## config.mk

```make
export PLATFORM = sky130hd
export DESIGN_NAME = spi_rx_buffer
export DESIGN_NICKNAME = d
export VERILOG_FILES = /design/src/rtl/spi_rx_buffer.sv
export SDC_FILE = /design/constraint.sdc
export NUM_CORES = 1
export LEC_CHECK = 0
export ABC_CLOCK_PERIOD_IN_PS = 2100
export BUFFER_PORTS_ARGS = -buffer_cell sky130_fd_sc_hd__buf_4
export CAP_MARGIN = 5
export CORE_MARGIN = 2
export CORE_UTILIZATION = 55
export DETAILED_ROUTE_END_ITERATION = 8
export GPL_ROUTABILITY_DRIVEN = 0
export HOLD_SLACK_MARGIN = 0.02
export PLACE_DENSITY = 0.81
export SLEW_MARGIN = 10
export SYNTH_ARGS = -nofsm -noshare
export SYNTH_HDL_FRONTEND = slang
export SYNTH_SLANG_ARGS = --single-unit
```

## constraint.sdc

```tcl
create_clock -name sys_clk -period 2.1 [get_ports sys_clk]
set_input_delay 0.21 -clock sys_clk [delete_from_list [all_inputs] [get_ports sys_clk]]
set_output_delay 0.21 -clock sys_clk [all_outputs]
set_load 0.03 [all_outputs]
```

## src/rtl/spi_rx_buffer.sv

```systemverilog
// rtl/spi_rx_buffer.sv - SPI mode-0 slave: gathers bytes of a cs_n frame into a register buffer and shifts tx out on MISO.
// All SPI pins are oversampled in sys_clk; only synchronised edges drive the state.
module spi_rx_buffer #(
   parameter int BYTES = 4,
   parameter int CNT_W = 3
) (
   input  logic               sys_clk,
   input  logic               reset,
   input  logic               spi_sclk,
   input  logic               spi_cs_n,
   input  logic               spi_rx,
   output logic               spi_tx,
   input  logic [7:0]         tx,
   output logic [BYTES*8-1:0] rx,
   output logic [CNT_W-1:0]   rx_count,
   output logic               rx_valid
);

   logic               sclk_meta_q, sclk_meta_d;
   logic               sclk_sync_q, sclk_sync_d;
   logic               sclk_prev_q, sclk_prev_d;
   logic               cs_meta_q, cs_meta_d;
   logic               cs_sync_q, cs_sync_d;
   logic               cs_prev_q, cs_prev_d;
   logic               mosi_meta_q, mosi_meta_d;
   logic               mosi_sync_q, mosi_sync_d;
   logic               frame_active_q, frame_active_d;
   logic [2:0]         bit_cnt_q, bit_cnt_d;
   logic [7:0]         rx_shift_q, rx_shift_d;
   logic [7:0]         tx_shift_q, tx_shift_d;
   logic [BYTES*8-1:0] rx_q, rx_d;
   logic [CNT_W-1:0]   rx_count_q, rx_count_d;
   logic               rx_valid_q, rx_valid_d;
   logic               spi_tx_q, spi_tx_d;

   logic               sclk_rise, sclk_fall;
   logic               cs_fall, cs_rise;
   logic [7:0]         rx_byte;

   // Synchronisers reset low so that a cs_n already held low at reset release
   // never looks like a falling edge; a fresh frame start is required.
   assign sclk_rise = sclk_sync_q & ~sclk_prev_q;
   assign sclk_fall = ~sclk_sync_q & sclk_prev_q;
   assign cs_fall   = ~cs_sync_q & cs_prev_q;
   assign cs_rise   = cs_sync_q & ~cs_prev_q;
   assign rx_byte   = {rx_shift_q[6:0], mosi_sync_q};

   always_comb begin
      sclk_meta_d    = spi_sclk;
      sclk_sync_d    = sclk_meta_q;
      sclk_prev_d    = sclk_sync_q;
      cs_meta_d      = spi_cs_n;
      cs_sync_d      = cs_meta_q;
      cs_prev_d      = cs_sync_q;
      mosi_meta_d    = spi_rx;
      mosi_sync_d    = mosi_meta_q;
      frame_active_d = frame_active_q;
      bit_cnt_d      = bit_cnt_q;
      rx_shift_d     = rx_shift_q;
      tx_shift_d     = tx_shift_q;
      rx_d           = rx_q;
      rx_count_d     = rx_count_q;
      rx_valid_d     = 1'b0;

      // cs_n rising takes priority over any sclk edge seen in the same cycle.
      if (cs_rise) begin
         frame_active_d = 1'b0;
         bit_cnt_d      = 3'd0;
         rx_shift_d     = 8'd0;
      end else if (cs_fall) begin
         frame_active_d = 1'b1;
         bit_cnt_d      = 3'd0;
         rx_shift_d     = 8'd0;
         rx_count_d     = '0;
         tx_shift_d     = tx;
      end else if (frame_active_q) begin
         if (sclk_rise) begin
            rx_shift_d = rx_byte;
            bit_cnt_d  = bit_cnt_q + 3'd1;
            if (bit_cnt_q == 3'd7 && rx_count_q < CNT_W'(BYTES)) begin
               for (int i = 0; i < BYTES; i++) begin
                  if (CNT_W'(i) == rx_count_q) begin
                     rx_d[8*i +: 8] = rx_byte;
                  end
               end
               rx_count_d = rx_count_q + CNT_W'(1);
               rx_valid_d = 1'b1;
            end
         end else if (sclk_fall) begin
            // bit_cnt wrapped to 0 means the falling edge after a byte's last bit.
            if (bit_cnt_q == 3'd0) begin
               tx_shift_d = tx;
            end else begin
               tx_shift_d = {tx_shift_q[6:0], 1'b0};
            end
         end
      end

      spi_tx_d = frame_active_d & tx_shift_d[7];
   end

   always_ff @(posedge sys_clk or negedge reset) begin
      if (!reset) begin
         sclk_meta_q    <= 1'b0;
         sclk_sync_q    <= 1'b0;
         sclk_prev_q    <= 1'b0;
         cs_meta_q      <= 1'b0;
         cs_sync_q      <= 1'b0;
         cs_prev_q      <= 1'b0;
         mosi_meta_q    <= 1'b0;
         mosi_sync_q    <= 1'b0;
         frame_active_q <= 1'b0;
         bit_cnt_q      <= 3'd0;
         rx_shift_q     <= 8'd0;
         tx_shift_q     <= 8'd0;
         rx_q           <= '0;
         rx_count_q     <= '0;
         rx_valid_q     <= 1'b0;
         spi_tx_q       <= 1'b0;
      end else begin
         sclk_meta_q    <= sclk_meta_d;
         sclk_sync_q    <= sclk_sync_d;
         sclk_prev_q    <= sclk_prev_d;
         cs_meta_q      <= cs_meta_d;
         cs_sync_q      <= cs_sync_d;
         cs_prev_q      <= cs_prev_d;
         mosi_meta_q    <= mosi_meta_d;
         mosi_sync_q    <= mosi_sync_d;
         frame_active_q <= frame_active_d;
         bit_cnt_q      <= bit_cnt_d;
         rx_shift_q     <= rx_shift_d;
         tx_shift_q     <= tx_shift_d;
         rx_q           <= rx_d;
         rx_count_q     <= rx_count_d;
         rx_valid_q     <= rx_valid_d;
         spi_tx_q       <= spi_tx_d;
      end
   end

   assign spi_tx   = spi_tx_q;
   assign rx       = rx_q;
   assign rx_count = rx_count_q;
   assign rx_valid = rx_valid_q;

endmodule

```

; Yosys cells after proc, flatten, opt, wreduce, memory -nomap -nowiden
; Cells that the tools add are included.
[classes]
addsub = 2
magnitude_cmp = 1
n_eq_ne = 5
n_mux = 25
bitwise_logic = 11
reduce_logical = 16
[ops]
columns = op, n
row1 = 8-bit two-way mux, 6
row2 = 7-bit two-way mux, 4
row3 = 3-bit two-way mux, 8
row4 = 6-bit AND reduction, 4
row5 = 4-bit AND reduction, 2
row6 = 2-bit nonzero test, 4
row7 = 1-bit two-way mux, 7
row8 = "3-bit by 1-bit adder with 3-bit output, second input constant", 2
row9 = "2-bit by 3-bit == test with 1-bit output, first input constant", 2
row10 = 3-bit logical NOT, 2
row11 = 1-bit NOT, 6
row12 = 3-bit nonzero test, 2
row13 = 1-bit bitwise AND, 5
row14 = "1-bit by 3-bit == test with 1-bit output, first input constant", 1
row15 = "3-bit == test, second input constant", 1
row16 = "3-bit less-than comparator, second input constant", 1
row17 = "2-bit by 1-bit != test with 1-bit output, second input constant", 1
row18 = 2-bit AND reduction, 1
row19 = 1-bit logical AND, 1
[word_totals]
register_bits = 64
input_bits = 13
out_inout_bits = 37
elab_cells = 80

; Logic depth before layout (Yosys ltp)
; Gate-level depths: netlist (run 1).
[logic_depth]
ltp_word = 8
depth_mapped = 8

; Worst setup path before layout (run 1)
; Ideal clock, no wire load.
[synth_timing]
path_kind = register -> register
start = register bit_cnt_q[0]
end = register rx_q[0] (netlist: rx[0])
setup_ps = 125
t_arrival_ps = 1483
required_ps = 1975
setup_slack_ps = 492
stages_incl_launch_ff = 7
path_buffers = 1
period_less_slack_ps = 1608
path_cell_list = dfrtp_1 ha_1 ha_1 and4_1 buf_6 nand2_8 mux2_4
[synth_via]
elab_chain_cells = 3
[synth_rtl]
columns = item, line
row1 = from (decl), 28  ; logic [2:0] bit_cnt_q, bit_cnt_d;
row2 = from (signal assigned), 130  ; bit_cnt_q <= bit_cnt_d;
row3 = 3-bit == test, 80  ; if (bit_cnt_q == 3'd7 && rx_count_q < CNT_W'(BYTES)) begin
row4 = 1-bit logical AND, 80
row5 = 6-bit AND reduction (no source line), -
row6 = to (signal assigned), 133  ; rx_q <= rx_d;
row7 = to (decl), 31  ; logic [BYTES*8-1:0] rx_q, rx_d;
; Every way passes these cells.
; A chain may end at the register's enable or synchronous reset.

; Worst setup path in the final report (run 1)
[layout_timing]
start = register bit_cnt_q[0]
end = register rx_q[8] (netlist: rx[8])
; Same word-level chain as after synthesis.

==> results of run 1 <==
## tightest hold or removal path, stage by stage
cell and delay (ps):
buf_4 80, nand3b_1 70, nand2_1 70
## kinds of logic (layout without fill, tap and decap cells)
| logic type | after synthesis | after routing | synth area share (%) |
|---|---|---|---|
| AO/OA/AOI/OAI | 28 | 28 | 7.21 |
| XOR/XNOR | 1 | 1 | 0.318 |
| adder cells (fa/ha/maj) | 10 | 10 | 4.54 |
| buffers and inverters | 14 | 82 | 2.27 |
| flip-flops | 64 | 64 | 58.1 |
| multiplexers | 38 | 38 | 19.6 |
| AND/OR/NAND/NOR | 26 | 26 | 7.99 |
## worst paths after layout
check | to | slack, ps | cells after the start
max | rx[8] | 110 | 5
min | tx_shift_q[0] | 120 | 3
max reg2reg | rx[8] | 110 | 5
min reg2reg | mosi_sync_q | 360 | 0
max in group asynchronous | tx_shift_q[5] | 1100 | 2
min in group asynchronous | rx_valid | 500 | 2
## Yosys cell counts (all sizes together)
cell type  count  area share, %
inv           10            1.4
o21bai         1           0.27
o31ai          1           0.27
o21ba          1           0.36
ha            10            4.5
a21oi         10            2.0
mux2i          6            2.2
nor3b          1           0.45
and3           1           0.23
mux2          32             17
a22o           9            2.9
and2           1           0.23
buf            3           0.77
nand2          6            3.2
nor2           7           0.95
and4           1           0.32
nand4bb        1           0.41
o21ai          1           0.18
nor4b          1           0.32
nor3           3           0.73
o22ai          2           0.45
o211ai         1           0.27
clkbuf         1           0.14
and3b          1           0.36
dfrtp         64             58
nand3b         3           0.82
o22a           1           0.32
xnor2          1           0.32
a22oi          1           0.27
## routing by layer
metal  vias up  share of wire [%]  global-route usage (%)  routed length (µm)
met3         2                3.7                    8.17                 185
li1        777                  -                       -                   -
met1       781                 48                    26.6                2370
met4         0               0.52                    7.14                  26
met5         -                  0                       0                   0
met2        52                 48                    31.1                2400
## layout make-up
type	instances	area (µm²)	area share, %
sequential	64	1600	46.2
timing repair buffer	56	430	12.4
tap	67	83.8	2.42
clock inverter	7	96.3	2.78
clock buffer	9	124	3.57
multi-input combinational	103	1090	31.5
inverter	10	37.5	1.08
## flip-flops by register name (all words and copies together) (netlist names), 3 cells and up
register,flops
bit_cnt_q,3
rx_count,3
rx_shift_q,7
rx,32
tx_shift_q,8
## cell usage in the layout, fill, tap and decap left out, types with 6 or more instances in the layout
master / netlist / routed
a21oi_1: 9 / 9
mux2_4: 32 / 32
a22o_1: 9 / 9
buf_4: 0 / 52
ha_1: 10 / 10
nor2_1: 7 / 7
mux2i_1: 6 / 6
dfrtp_1: 64 / 64
clkbuf_8: 0 / 9
inv_1: 10 / 10
## through the flow
step	worst slack (ps)	hold WS, ps	instances
detailed placement	94.4	320	296
global route	14.7	118	316
global placement	131	320	296
floorplan	492	-85.6	181
finish	111	121	316
CTS	92.8	109	316
## where the power goes
group / internal [W] / switching (W)
clock network: 0.000667 / 0.000481
registers: 0.00128 / 0.0000329
logic: 0.0000799 / 0.0000986
total: 0.00203 / 0.000612
==> results.md, run 1 <==
* Worst-path cell chain: ha_1 -> ha_1 -> and4_1 -> nand2_8 -> mux2_4
* WL final at 4.98 mm
* Synth warn at 0
* Antenna Cells at 0
* Final Util at 72.4%
* TritonCTS clock tree: yes
* Wirelength per Cell at 15.8 µm
* Placed inst area at 3210 µm²
* Leak at 1.79 nW
* Num rows at 25
* Post-Syn Area at 2760 µm²
* Slew Viols, Final at 0
* Min cycle time layout at 1990 ps
* Worst skew pair latency at 340 ps
* Largest net degree at the start of global routing at 65
* Post-synthesis cell type count at 33
* PortBufs at 49
* Drt first pass iters at 4
* Tcrit/Tclk final at 94.7%
* Max Root-Sink Buffers at 2
* Top Ports at 50
* First-pass GRT wire length at 8.16 mm
* CP Max Fanout at 8
* Starting DRT DRC Count at 133
* Routed Antenna Nets at 0
* Share of layout cells above drive strength 1 at 43.8%
* Starting Density at 57.6%
* Vias at 1612
* Highest-delay cell along the critical path: and4_1
* Setup Skew at 8.11 ps
* Outcome: finished clean
* Post-CTS Setup Repair Bufs at 0
* CP required at 2320 ps
* Post-Syn Nets at 204
* Critical Path Max Stage Delay at 650 ps
* Critical setup path kind: register to register
* Crit end category: register
* Most frequent CP cell: ha_1
* Worst hold path class: input port to register
* Nets@finish at 267
* CP Launch Type: register
* Dpl hpwl at 3.28 mm
* Tot GR Track Use at 20.3%
* RSZ-0062 raised after global routing: false
* CTS Hold Bufs at 4
* Initial antenna violation count at 0
* F_max at 503 MHz
* Htree depth at 3
* Setup_tns at 0 ps
* WP data arrival at 2210 ps
* Sequential-to-total area share from yosys stat at 58.1%
* Synth-to-Final Area Change at 25.7%
* Core Footprint at 4790 µm²
* Peak VDD IR at 0.444 mV
* Yosys reg bits at 64
* Crit path max-delay family: simple AND/OR/NAND/NOR gates
* Hold Crit Start: tx[0]
* # clock sinks at 64
* Worst path bufs/invs at 0
* Setup crit start: bit_cnt_q[0]
* Chip Width at 74.8 µm
* FILL cells at 348
* Final Hold Fails at 0
* Die height at 74.8 µm
* Clk slew on worst S/H paths at 70 ps
* Maxcap violations at 0
* Via density at 5.10
* P per Cell Area at 762 nW/µm²
* Post-cts resize count at 0
* Gate Count Post-Synth at 181
* Finished Cell Area at 3470 µm²
* Clock Tree Root: clkbuf_8
* Post-route DRC at 0
* Setup violations, final at 0
* Actual slew at the worst max-slew pin at 774 ps
* Vias in the first global route at 1649
* Total power at 0.00264 W
* Grt total ovfl at 0
* Syn Area/Cell at 15.2 µm²
* Slew HR at 48.4%
* Total die area at 5600 µm²
* Total CTS buffers at 9
* RR Startpoint: bit_cnt_q[0]
No activity file was read; power rests on OpenSTA's default activity.
==> inputs of run 2 (changes only) <==
--- a/config.mk
+++ b/config.mk
@@ -5,16 +5,18 @@
 export SDC_FILE = /design/constraint.sdc
 export NUM_CORES = 1
 export LEC_CHECK = 0
+export ABC_AREA = 1
 export ABC_CLOCK_PERIOD_IN_PS = 2100
 export BUFFER_PORTS_ARGS = -buffer_cell sky130_fd_sc_hd__buf_4
 export CAP_MARGIN = 5
 export CORE_MARGIN = 2
-export CORE_UTILIZATION = 55
+export CORE_UTILIZATION = 54
 export DETAILED_ROUTE_END_ITERATION = 8
 export GPL_ROUTABILITY_DRIVEN = 0
 export HOLD_SLACK_MARGIN = 0.02
-export PLACE_DENSITY = 0.81
+export PLACE_DENSITY = 0.8
 export SLEW_MARGIN = 10
 export SYNTH_ARGS = -nofsm -noshare
 export SYNTH_HDL_FRONTEND = slang
 export SYNTH_SLANG_ARGS = --single-unit
+export TNS_END_PERCENT = 100
==> results.md, run 2 <==
* Hold Crit Start: tx[0]
* Leak at 1.66 nW (-7.3%)
* Gate Count Post-Synth at 253 (+40%)
* Routed Antenna Nets at 0 (unchanged)
* Core Footprint at 4750 µm² (-0.65%)
* Worst skew pair latency at 340 ps (about the same)
* Nets@finish at 333 (+25%)
* Critical Path Max Stage Delay at 430 ps (-220 ps)
* Worst slack at placement at 225 ps (+130 ps)
* M3 GR Usage at 5.96% (-2.2 points)
* Chip Width at 74.6 µm (-0.31%)
* TritonCTS clock tree: yes
* Setup violations, final at 0 (unchanged)
* Htree depth at 3 (unchanged)
* Final worst setup slack at 234 ps (+123 ps)
* Drt first pass iters at 6 (+2)
* Highest-delay cell along the critical path: o21ai_0
* Sequential-to-total area share from yosys stat at 59.5% (+1.5 points)
* Tcrit/Tclk final at 88.9% (-5.8 points)
* Synth top area share at 59.5% (+1.5 points)
* Max FFs per register at 32 (unchanged)
* Starting DRT DRC Count at 93 (-30%)
* Max Root-Sink Buffers at 2 (unchanged)
* CP required at 2290 ps (-30 ps)
* Wirelength per Cell at 12.4 µm (-22%)
* Die height at 74.6 µm (-0.31%)
* Final Hold Fails at 0 (unchanged)
* WL final at 4.73 mm (-5.1%)
* Met1 Usage GRT at 25.5% (-1.0 points)
* Share of layout cells above drive strength 1 at 27.3% (-16 points)
* Top FF cell, synth: dfrtp_1
* R2R Path End: rx_count[1]
* Slew Viols, Final at 0 (unchanged)
* Vias in the first global route at 1732 (+5.0%)
* Register-to-Register Path Depth at 6 (+1)
* Worst hold path class: input port to register
* Crit path max-delay family: compound AO/OA/AOI/OAI gates
* # clock sinks at 64 (unchanged)
* Maxcap violations at 0 (unchanged)
* Antenna Cells at 0 (unchanged)
* Non-filler instance count after layout at 382 (+21%)
* Met2 usage at 29.2% (-1.9 points)
* Post-synth top cells: dfrtp_1, nand2_1, inv_1
* Post-cts resize count at 0 (unchanged)
* Post-synthesis cell type count at 19 (-42%)
* Setup_tns at 0 ps (unchanged)
* Crit end category: register
* First-pass GRT wire length at 7.96 mm (-2.4%)
* RR Startpoint: bit_cnt_q[0]
* Num rows at 25 (unchanged)
* Peak VDD IR at 0.653 mV (+47%)
* Via density at 4.91 (-3.8%)
* Count leader, synth: dfrtp_1
* Total CTS buffers at 9 (unchanged)
* Outcome: finished clean
* Slew HR at 48.4% (about the same)
* Leading area contributor after synthesis: dfrtp_1
* WP data arrival at 2050 ps (-160 ps)
* Total die area at 5560 µm² (-0.61%)
* Grt total ovfl at 0 (unchanged)
* Hold path cells at 3 (unchanged)
* Worst path bufs/invs at 0 (unchanged)
* P per Cell Area at 823 nW/µm² (+8.0%)
* Yosys reg bits at 64 (unchanged)
* CP Max Fanout at 6 (-2)
* PortBufs at 49 (unchanged)
* RSZ-0062 raised after global routing: false
* Async S/R FF share, synth at 100% (unchanged)
* Hold slack at 157 ps (+35.7 ps)
* CP Launch Type: register
* Starting Density at 56.6% (-1.0 points)
* Critical setup path kind: register to register
* Clock Tree Root: clkbuf_8
* R2r setup slk at 230 ps (+120 ps)
* Post-route DRC at 0 (unchanged)
* Hold Path Sink: tx_shift_q[0]
* Tot GR Track Use at 19.3% (-1.0 points)
* Syn Area/Cell at 10.6 µm² (-30%)
* Initial antenna violation count at 0 (unchanged)
* Commonest non-fill, non-tap cell in the layout: dfrtp_1
* Post-Syn Area at 2690 µm² (-2.5%)
* Vias at 1874 (+16%)
* FILL cells at 377 (+8.3%)
* Synth-to-Final Area Change at 22.9%
* Area contributors post-synth: dfrtp_1, nand2_1, o21ai_2
* Top Ports at 50 (unchanged)
* Synth warn at 0 (unchanged)
* Actual slew at the worst max-slew pin at 774 ps (+0.0926 ps)
* Post-synth EDFFs at 0 (unchanged)
* # placed instances at 362 (+22%)
* Post-Syn Nets at 276 (+35%)
* Clk slew on worst S/H paths at 70 ps (about the same)
* Dpl hpwl at 3.26 mm (-0.69%)
* Min cycle time layout at 1870 ps (-123 ps)
* Commonest cells after routing, fill and taps aside: dfrtp_1, nand2_1, buf_4
* Worst-path cell chain: ha_1 -> ha_1 -> nand2_1 -> nor2_1 -> o21ai_0 -> o21ai_0
* Final Util at 69.6% (-2.9 points)
* Largest net degree at the start of global routing at 65 (unchanged)
* Top Usage Layer GRT: met2
* Setup Skew at 9.22 ps (+1.11 ps)
* F_max at 536 MHz (+6.6%)
## run 2: area by class of cell
type                            count  area [µm²]  area share (%)
Timing Repair Buffer               53         408            12.3
Inverter                           31         116            3.52
Multi-Input combinational cell    151         913            27.6
Clock inverter                      4        28.8           0.870
Clock buffer                       12         155            4.69
Sequential cell                    64        1600            48.4
Tap cell                           67        83.8            2.53
## run 2: where the power goes
group / total [W] / switching, W / internal [W]
clock network: 0.000952 / 0.000459 / 0.000493
logic: 0.000401 / 0.000262 / 0.000139
registers: 0.00137 / 0.0000618 / 0.00131
total: 0.00272 / 0.000782 / 0.00194
## run 2: how the worst max path moves through the flow
stage / start / endpoint / cells past startpoint / slack (ps)
floorplan: bit_cnt_q[0] / rx_count[0] / 6 / 460
global placement: bit_cnt_q[0] / rx_count[2] / 6 / 370
detailed placement: bit_cnt_q[0] / rx_count[2] / 6 / 220
CTS: bit_cnt_q[0] / rx_count[1] / 6 / 230
global route: bit_cnt_q[0] / rx_count[1] / 6 / 20
finish: bit_cnt_q[0] / rx_count[1] / 6 / 230
## run 2: kinds of logic (layout without fill, tap and decap cells)
group | after synthesis | count (layout) | synth area share [%]
compound gates | 59 | 59 | 13.6
fa+ha+maj | 10 | 10 | 4.65
buf+inv | 38 | 100 | 6.51
flops | 64 | 64 | 59.5
simple gates | 82 | 82 | 15.7
## run 2: layer usage
metal,up-vias,wire [µm]
met5,-,0
met2,44,2190
met1,881,2220
met4,0,79
met3,7,228
li1,942,-
## run 2: through the flow
| stage | area [µm²] | total power (W) |
|---|---|---|
| 6_report | 3310 | 0.00272 |
| 5_1_grt | 3310 | 0.00285 |
| 4_1_cts | 3310 | 0.00274 |
| 3_5_place_dp | 3080 | 0.00179 |
| 3_3_place_gp | 3080 | 0.00178 |
| 2_1_floorplan | 2690 | 0.00165 |
## run 2: tightest hold or removal path, delay by kind of cell
kind,cells,cell delay [ps]
AND/OR/NAND/NOR,1,50
buffers and inverters,1,110
AO/OA/AOI/OAI,1,80
## run 2: timing repair
item | CTS | global route
hold endpoints to repair | 67 | 0
endpoints found under the setup margin | 0 | 0
hold buffers | 4 | 0
buffers inserted | 0 | 0
